`src/rtl/maze_stream_tx.sv`:
```
// Host-side driver/checker for a 15x15 maze solver: stores a maze written row by
// row, streams it serially to the solver, then validates the returned path.
module maze_stream_tx #(
  parameter int N       = 15,
  parameter int TIMEOUT = 4096
) (
  input  logic         clk,
  input  logic         rst,
  input  logic         row_we,
  input  logic [3:0]   row_addr,
  input  logic [N-1:0] row_data,
  input  logic         start,
  input  logic         sol_valid,
  input  logic         sol_not_valid,
  input  logic [3:0]   sol_x,
  input  logic [3:0]   sol_y,
  output logic         maze,
  output logic         in_valid,
  output logic         busy,
  output logic         done,
  output logic [2:0]   result,
  output logic [7:0]   path_len
);

  localparam logic [3:0]     LAST  = 4'(N - 1);
  localparam logic [3:0]     ENTRY = 4'(N - 2);
  localparam int             WCW   = $clog2(TIMEOUT) + 1;
  localparam logic [WCW-1:0] WLAST = WCW'(TIMEOUT - 1);

  localparam logic [2:0] R_PASS      = 3'd0;
  localparam logic [2:0] R_NOT_VALID = 3'd1;
  localparam logic [2:0] R_BAD_START = 3'd2;
  localparam logic [2:0] R_NOT_ADJ   = 3'd3;
  localparam logic [2:0] R_WALL      = 3'd4;
  localparam logic [2:0] R_BAD_END   = 3'd5;
  localparam logic [2:0] R_TIMEOUT   = 3'd6;
  localparam logic [2:0] R_PROTOCOL  = 3'd7;

  // S_NVDRN waits for the solver to drop out_valid after a maze_not_valid reply
  typedef enum logic [2:0] {S_IDLE, S_SEND, S_WAIT, S_NVDRN, S_CHECK, S_DONE} state_t;

  state_t         state_q;
  logic [N-1:0]   store_q [N];
  logic [3:0]     r_q, c_q, r_d, c_d;
  logic [WCW-1:0] wcnt_q;
  logic [3:0]     px_q, py_q;
  logic [2:0]     err_q, err_now;
  logic           maze_q, in_valid_q, busy_q, done_q;
  logic [2:0]     result_q;
  logic [7:0]     len_q;
  logic           idle_like, first_bit, in_range, hit_wall, adjacent;
  logic [3:0]     wx, wy, dx, dy;

  function automatic logic [7:0] sat_inc(input logic [7:0] v);
    return (v == 8'hFF) ? v : v + 8'd1;
  endfunction

  assign idle_like = (state_q == S_IDLE) || (state_q == S_DONE);
  // A row written in the start cycle must already appear in the first bit
  assign first_bit = (row_we && row_addr == 4'd0) ? row_data[0] : store_q[0][0];

  // Maze store: host writes only while idle, addresses beyond the maze are dropped
  always_ff @(posedge clk or posedge rst) begin
    if (rst) begin
      for (int i = 0; i < N; i++) store_q[i] <= '0;
    end else if (row_we && idle_like && ({1'b0, row_addr} < 5'(N))) begin
      store_q[row_addr] <= row_data;
    end
  end

  // Row-major serial position following the bit currently on the maze output
  always_comb begin
    c_d = (c_q == LAST) ? 4'd0 : c_q + 4'd1;
    r_d = (c_q == LAST) ? r_q + 4'd1 : r_q;
  end

  // Classify the coordinate presented by the solver this cycle
  always_comb begin
    in_range = ({1'b0, sol_x} < 5'(N)) && ({1'b0, sol_y} < 5'(N));
    wx       = in_range ? sol_x : 4'd0;
    wy       = in_range ? sol_y : 4'd0;
    hit_wall = !in_range || store_q[wy][wx];
    dx       = (sol_x > px_q) ? sol_x - px_q : px_q - sol_x;
    dy       = (sol_y > py_q) ? sol_y - py_q : py_q - sol_y;
    adjacent = (dx == 4'd1 && dy == 4'd0) || (dx == 4'd0 && dy == 4'd1);
    err_now  = R_PASS;
    if (state_q == S_WAIT) begin
      if (sol_x != ENTRY || sol_y != ENTRY) err_now = R_BAD_START;
      else if (hit_wall)                    err_now = R_WALL;
    end else begin
      if (!adjacent)          err_now = R_NOT_ADJ;
      else if (hit_wall)      err_now = R_WALL;
      else if (sol_not_valid) err_now = R_PROTOCOL;
    end
  end

  // Transaction FSM with registered stream and status outputs
  always_ff @(posedge clk or posedge rst) begin
    if (rst) begin
      state_q    <= S_IDLE;
      r_q        <= '0;
      c_q        <= '0;
      wcnt_q     <= '0;
      px_q       <= '0;
      py_q       <= '0;
      err_q      <= R_PASS;
      maze_q     <= 1'b0;
      in_valid_q <= 1'b0;
      busy_q     <= 1'b0;
      done_q     <= 1'b0;
      result_q   <= R_PASS;
      len_q      <= '0;
    end else begin
      case (state_q)
        S_IDLE, S_DONE: begin
          if (start) begin
            state_q    <= S_SEND;
            r_q        <= '0;
            c_q        <= '0;
            err_q      <= R_PASS;
            maze_q     <= first_bit;
            in_valid_q <= 1'b1;
            busy_q     <= 1'b1;
            done_q     <= 1'b0;
            result_q   <= R_PASS;
            len_q      <= '0;
          end
        end
        S_SEND: begin
          if (sol_valid) begin
            state_q    <= S_DONE;
            result_q   <= R_PROTOCOL;
            maze_q     <= 1'b0;
            in_valid_q <= 1'b0;
            busy_q     <= 1'b0;
            done_q     <= 1'b1;
          end else if (r_q == LAST && c_q == LAST) begin
            state_q    <= S_WAIT;
            wcnt_q     <= '0;
            maze_q     <= 1'b0;
            in_valid_q <= 1'b0;
          end else begin
            r_q    <= r_d;
            c_q    <= c_d;
            maze_q <= store_q[r_d][c_d];
          end
        end
        S_WAIT: begin
          if (sol_valid && sol_not_valid) begin
            state_q  <= S_NVDRN;
            result_q <= R_NOT_VALID;
          end else if (sol_valid) begin
            state_q <= S_CHECK;
            px_q    <= sol_x;
            py_q    <= sol_y;
            err_q   <= err_now;
            len_q   <= sat_inc(len_q);
          end else if (wcnt_q == WLAST) begin
            state_q  <= S_DONE;
            result_q <= R_TIMEOUT;
            busy_q   <= 1'b0;
            done_q   <= 1'b1;
          end else begin
            wcnt_q <= wcnt_q + 1'b1;
          end
        end
        S_NVDRN: begin
          if (sol_valid) begin
            result_q <= R_PROTOCOL;
          end else begin
            state_q <= S_DONE;
            busy_q  <= 1'b0;
            done_q  <= 1'b1;
          end
        end
        S_CHECK: begin
          if (sol_valid) begin
            px_q  <= sol_x;
            py_q  <= sol_y;
            len_q <= sat_inc(len_q);
            if (err_q == R_PASS) err_q <= err_now;
          end else begin
            state_q <= S_DONE;
            busy_q  <= 1'b0;
            done_q  <= 1'b1;
            if (err_q != R_PASS)                      result_q <= err_q;
            else if (px_q == 4'd1 && py_q == 4'd1)    result_q <= R_PASS;
            else                                      result_q <= R_BAD_END;
          end
        end
        default: state_q <= S_IDLE;
      endcase
    end
  end

  assign maze     = maze_q;
  assign in_valid = in_valid_q;
  assign busy     = busy_q;
  assign done     = done_q;
  assign result   = result_q;
  assign path_len = len_q;

endmodule

```
`config.mk`:
```
export PLATFORM = sky130hd
export DESIGN_NAME = maze_stream_tx
export DESIGN_NICKNAME = d
export VERILOG_FILES = /design/src/rtl/maze_stream_tx.sv
export SDC_FILE = /design/constraint.sdc
export NUM_CORES = 1
export LEC_CHECK = 0
export CAP_MARGIN = 20
export CORE_ASPECT_RATIO = 1.75
export CORE_MARGIN = 3
export CORE_UTILIZATION = 27
export CTS_CLUSTER_DIAMETER = 30
export DETAILED_ROUTE_END_ITERATION = 12
export DONT_BUFFER_PORTS = 1
export HOLD_SLACK_MARGIN = 0.03
export PLACE_DENSITY = 0.47
export REMOVE_ABC_BUFFERS = 1
export SETUP_SLACK_MARGIN = 0.02
export SLEW_MARGIN = 20
export SYNTH_ARGS = -nofsm -noshare
export SYNTH_HDL_FRONTEND = slang
export SYNTH_SLANG_ARGS = --single-unit
```
`constraint.sdc`:
```
create_clock -name clk -period 9.4 [get_ports clk]
set_input_delay 0.94 -clock clk [delete_from_list [all_inputs] [get_ports clk]]
set_output_delay 0.94 -clock clk [all_outputs]
set_load 0.01 [all_outputs]
```
==> results.md, run 1 <==
- Outcome: completed
- CORE AREA: 61700 um^2
- Synth unique cells: 92
- Simple-gate share of the synthesized area: 14.2%
- Post-CTS repair timing setup buffer count: 0
- Nets: 1696
- Wirelength, routed: 66200 um
- Post-synth top flop: dfrtp_1
- Startpoint types: flip-flop
- Num CTS Buffers: 52
- CP delay by family, top: simple AND/OR/NAND/NOR gates
- Mux share of post-synthesis cell area: 22.0%
- DRT Pass-1 Iters: 5
- Total power draw: 5.48 mW
- Worst slew pin tran: 1170 ps
- Hold WC Path Type: input port to async pin
- RSZ-0062 raised after global routing: false
- Warnings, synthesis: 0
- Dpl hpwl: 43800 um
- # port buffers: 0
- Crit path max fanout: 31
- Post-synthesis xor/xnor area fraction: 1.72%
- CP Buf/Inv Count: 3
- Clk sinks: 275
- Worst slew margin: between 20% and 30%
- Post-synthesis compound-gate area fraction: 14.7%
- Total GRT Usage: 19.6%
- Worst R2R Start: c_q[0]
- Async S/R FF share, synth: 100%
- Drt wl/cell: 26.8 um
- Clock tree root buffer cell: clkbuf_16
- Max incr delay on CP: a little over 900 ps
- Power Density: 281 nW/um^2
- Mapped Area: 16900 um^2
- WP data required: roughly 10000 ps
- Hold_buf cts: 0
- Flops & latches, synth: 275
- Tmin final: roughly 4400 ps
- Reg2reg end: maze
- Longest Clk Path Bufs: 3
- Worst setup path endpoint: maze
- Max VDD drop: approximately 0.00024 V
- Io pins: 48
- Number of synthesized flops with an enable pin: 0
- Area share of the largest cell type after synthesis: 40.6%
- Gr ovfl total: 0
- Setup CP Type: flip-flop to flip-flop
- Share of layout cells above drive strength 1: 25.6%
- Sequential-to-total area share from yosys stat: 40.6%
- Syn avg cell area: 10.1 um^2
- Crit end category: flip-flop
- Hold slack final: approximately 250 ps
- Fmax: 227 MHz
- Most frequent cells in the layout: dfrtp_1 (275), mux2_2 (247), nand2_1 (227), nand3_1 (83), o21ai_0 (65)
- RePlAce Congestion: roughly 0.95
- Area share of fa/ha/maj cells after synthesis: 2.01%
- Crit path launch: c_q[0]
- CTS H-tree lvls: 2
- Cell count along the critical path: 12
- Largest net degree at the start of global routing: 97
- Initial core utilization: approximately 27%
- Slew Limit Fails: 0
- Initial antenna violation count: 1
- Final Cycle Share: 46.8%
- Via-per-instance ratio: 5.79
- Area grow syn2layout: 15.1%
- First-pass GRT wire length: 97400 um
- Drt drc: 0
- CP arrival: 4830 ps
- Chip height: 337 um
- Reg clk slew, reported paths: around 60 ps
- Vias: ~14k
- Commonest non-fill, non-tap cell in the layout: dfrtp_1
- Iter 0 DRT Violations: approximately 1.1k
- R2r setup slk: 5000 ps
- Clk_lat worst skew: 590 ps
- Slowest CP cell: and3_1
- CP Cell Sequence: inv_1 -> ha_1 -> and3_1 -> a21oi_4 -> buf_4 -> nor2_1 -> buf_4 -> a31oi_1 -> a211oi_1 -> nor4b_1 -> a311oi_1 -> a22oi_1
- Max Cap Viol: 0
- CTS tree: built
- CTS resizes: 0
- Diodes inserted: 0
- Setup Skew: 31.1 ps
- Cell mode on critical path: buf_4
- Post-DRT Antenna Nets: 0
- Leak pwr: 8.37 nW
- Vias in the first global route: 14.6k
- Final setup viols: 0
- Synth top area cells: dfrtp_1 (41%), mux2_2 (16%), nand2_1 (5.1%)
- Dominant combinational cell family by area after synthesis: multiplexers
- Rows: 120
- Largest area contributor in the netlist: dfrtp_1
- DIE AREA: ~66000 um^2
- Final hold vios: 0
- Syn Inst Count: 1681
- Worst R2R Path Depth: 12
- Die Width: 195 um
- Setup TNS: 0 ps
[cell type report]
type / instances / area (um^2)
clock buffer: 64 / 1420
fill: 6252 / 42200
multi-input combinational: 1239 / 9320
tap: 793 / 992
inverter: 32 / 128
sequential: 275 / 6880
timing repair buffer: 39 / 293
clock inverter: 32 / 458
[through the flow]
stage	std cells	cell area, um^2	setup WS (ps)	utilization [%]
after floorplan	1546	16300	880	-
after global placement	2378	17600	5270	28.5
after global routing	2474	19500	4830	31.6
final	2474	19500	5000	31.6
after CTS	2474	19500	5070	31.6
after detailed placement	2378	17600	5110	28.5
[per-layer routing]
metal / global-route usage [%] / vias up / share of wire [%]
met5: 0 / - / 0.021
met4: 13.9 / 2 / 8.1
met3: 3.94 / 266 / 7.1
met2: 35.2 / 712 / 50
met1: 20.4 / 7206 / 34
li1: - / 6131 / -
[sequential cells by signal, indices dropped and copies added, names as in the netlist, 4 cells and up]
| name | count |
|---|---|
| c_q | 4 |
| path_len | 8 |
| px_q | 4 |
| py_q | 4 |
| r_q | 4 |
| store_q | 225 |
| wcnt_q | 13 |
[logic make-up (layout without fill, tap and decap cells)]
group	count (synthesis)	in the layout
AND/OR/NAND/NOR	510	510
AO/OA/AOI/OAI	359	359
multiplexers	319	319
flip-flops	275	275
buffers and inverters	167	167
XOR/XNOR	26	26
adder cells (fa/ha/maj)	25	25
[power breakdown]
group	total [mW]	internal, mW	switching [mW]	leakage (nW)
clock network	2.00	1.31	0.696	0.904
logic	1.40	0.718	0.678	3.86
registers	2.08	1.61	0.469	3.61
total	5.48	3.64	1.84	8.37
[cells in the mapped netlist (all sizes together), types with 13 or more instances]
cell type	n
ha	20
mux4	18
dfrtp	275
a221oi	13
o22ai	14
o211ai	15
a32oi	15
and3	22
nor2	64
a21oi	61
nor2b	16
o31ai	15
mux2	248
inv	32
nand2	230
xor2	16
a31oi	44
o21ai	71
nand3	84
nand4	26
a211oi	14
mux2i	53
buf	74
clkbuf	61
nor3	19
a22oi	14
[how the worst min path moves through the flow]
| stage | slack [ps] | cells after the start | start | endpoint |
|---|---|---|---|---|
| floorplan | 470 | 2 | wcnt_q[1] | wcnt_q[1] |
| global placement | 480 | 2 | wcnt_q[1] | wcnt_q[1] |
| detailed placement | 510 | 2 | py_q[0] | py_q[0] |
| CTS | 280 | 1 | rst | store_q[152] |
| global route | 300 | 1 | rst | store_q[197] |
| finish | 250 | 1 | rst | store_q[197] |
(Power assumes the default switching activity.)
==> run 2, diff against run 1 <==
==> constraint.sdc (replaced) <==
create_clock -name clk -period 4.6 [get_ports clk]
set_input_delay 0.46 -clock clk [delete_from_list [all_inputs] [get_ports clk]]
set_output_delay 0.46 -clock clk [all_outputs]
set_load 0.01 [all_outputs]
==> results.md, run 2 (synthesis results as in run 1) <==
- Outcome: completed (unchanged)
- Post-CTS repair timing setup buffer count: 0 (unchanged)
- Gr ovfl total: 0 (unchanged)
- CTS resizes: 0 (unchanged)
- Crit path max fanout: 13 (was 31)
- Leak pwr: 8.43 nW (was 8.37 nW)
- # port buffers: 0 (unchanged)
- CORE AREA: 61700 um^2 (unchanged)
- Worst setup path endpoint: maze (unchanged)
- Clk_lat worst skew: 580 ps (was 590 ps)
- Hold slack final: 48.6 ps (was 252 ps)
- Power Density: 557 nW/um^2 (was 281 nW/um^2)
- # fillers: 6223 (was 6252)
- CTS tree: built (unchanged)
- Worst R2R Path Depth: 12 (unchanged)
- Final setup viols: 0 (unchanged)
- Worst slew margin: 23.1% (was 21.8%)
- DIE AREA: 65900 um^2 (unchanged)
- Clock tree root buffer cell: clkbuf_16 (unchanged)
- Max FFs per register: 225 (unchanged)
- Final hold vios: 0 (unchanged)
- Chip height: 337 um (unchanged)
- Longest Clk Path Bufs: 3 (unchanged)
- Setup CP Type: flip-flop to flip-flop (unchanged)
- Worst slew pin tran: 1150 ps (was 1170 ps)
- Biggest register: store_q (unchanged)
- Drt drc: 0 (unchanged)
- Worst R2R Start: c_q[0] (unchanged)
- Reg2reg end: maze (unchanged)
- Final Cycle Share: 80.6% (was 46.8%)
- Largest net degree at the start of global routing: 97 (unchanged)
- Dpl hpwl: 46800 um (was 43800 um)
- Setup Skew: 23.7 ps (was 31.1 ps)
- Via-per-instance ratio: 5.74 (was 5.79)
- Num CTS Buffers: 49 (was 52)
- Area grow syn2layout: 16.0% (was 15.1%)
- Total power draw: 10.9 mW (was 5.48 mW)
- Drt wl/cell: 27.8 um (was 26.8 um)
- Reg clk slew, reported paths: 50 ps (was 60 ps)
- Share of layout cells above drive strength 1: 25.1% (was 25.6%)
- Hold WC Path Type: input port to flip-flop (was input port to async pin)
- R2r setup slk: 890 ps (was 5000 ps)
- Iter 0 DRT Violations: 1299 (was 1066)
- Initial core utilization: 27.4% (unchanged)
- WP data required: 5020 ps (was 9830 ps)
- Wirelength, routed: 69700 um (was 66200 um)
- Nets: 1727 (was 1696)
- First-pass GRT wire length: 101000 um (was 97400 um)
- Rows: 120 (unchanged)
- Crit path launch: c_q[0] (unchanged)
- RePlAce Congestion: 0.963 (was 0.951)
- Slew Limit Fails: 0 (unchanged)
- Vias in the first global route: 14.7k (was 14.6k)
- Startpoint types: flip-flop (unchanged)
- Fmax: 270 MHz (was 227 MHz)
- DRT Pass-1 Iters: 6 (was 5)
- CTS H-tree lvls: 2 (unchanged)
- Post-DRT Antenna Nets: 0 (unchanged)
- Initial antenna violation count: 2 (was 1)
- RSZ-0062 raised after global routing: false (unchanged)
- Total GRT Usage: 20.7% (was 19.6%)
- Clk sinks: 275 (unchanged)
- Commonest non-fill, non-tap cell in the layout: dfrtp_1 (unchanged)
- Max VDD drop: 0.000365 V (was 0.000235 V)
- Io pins: 48 (unchanged)
- Vias: 14.4k (was 14.3k)
- Tmin final: 3710 ps (was 4400 ps)
- Setup TNS: 0 ps (unchanged)
- Crit end category: flip-flop (unchanged)
- Die Width: 195 um (unchanged)
- Max Cap Viol: 0 (unchanged)
- CP arrival: 4120 ps (was 4830 ps)
- Most frequent cells in the layout: dfrtp_1 (275), mux2_2 (247), nand2_1 (229), nand3_1 (83), o21ai_0 (65) (was dfrtp_1 (275), mux2_2 (247), nand2_1 (227), nand3_1 (83), o21ai_0 (65))
## run 2: cell count changes in the layout (fill, tap and decap cells not counted), moves of 3 or more
cell | previous run | this run
dlygate4sd3_1 | 0 | 24
diode_2 | 0 | 7
bufinv_16 | 8 | 5
clkbuf_16 | 54 | 49
buf_4 | 39 | 45
inv_8 | 5 | 1
buf_12 | 0 | 4
## run 2: how the worst min path moves through the flow
stage                 from          end  cells past startpoint
2_1_floorplan    wcnt_q[1]    wcnt_q[1]                      2
6_report       row_data[2]  store_q[47]                      1
5_1_grt        row_data[2]  store_q[47]                      1
3_3_place_gp           rst      px_q[3]                      1
3_5_place_dp           rst      px_q[3]                      1
4_1_cts        row_data[2]  store_q[47]                      1
## run 2: timing repair
action,in CTS,in global routing
hold endpoints to repair,210,0
hold buffers,24,0
setup endpoints to repair,0,0
## run 2: critical path: stages (launching register included)
cell and delay, ps:
dfrtp_1 420, inv_1 110, ha_1 350, and3_1 690, buf_4 310, a21oi_4 80
nor2_1 170, buf_4 220, a31oi_1 100, a31oi_1 350, a32oi_1 110, a311oi_1 530
a22oi_1 120
## run 2: layout make-up
type	count	area [um^2]	share of cell area, %
Antenna cell	7	17.5	0.0892
Clock buffer	63	1330	6.76
Clock inverter	28	340	1.73
Inverter	32	128	0.650
Multi-Input combinational cell	1239	9300	47.3
Sequential cell	275	6880	35.0
Tap cell	793	992	5.05
Timing Repair Buffer	73	658	3.35
## run 2: per-layer routing
metal	global-route usage (%)	vias to the layer above	routed length, um
li1	-	6203	-
met2	37.3	723	35600
met4	16.7	0	6650
met3	3.36	255	4170
met1	21.1	7220	23300
met5	0	-	0
## run 2: through the flow
stage	cells	util, %	instance area, um^2	setup WS, ps
after CTS	2503	31.8	19600	1000
after global routing	2508	31.8	19600	662
after floorplan	1546	-	16300	-3440
after global placement	2388	28.7	17700	978
final	2510	31.8	19600	892
after detailed placement	2388	28.7	17700	1010
## run 2: power breakdown
| group | leakage (nW) | total (mW) | internal [mW] | switching, mW |
|---|---|---|---|---|
| logic | 4.03 | 2.90 | 1.48 | 1.41 |
| registers | 3.61 | 4.38 | 3.30 | 1.08 |
| clock network | 0.799 | 3.67 | 2.34 | 1.33 |
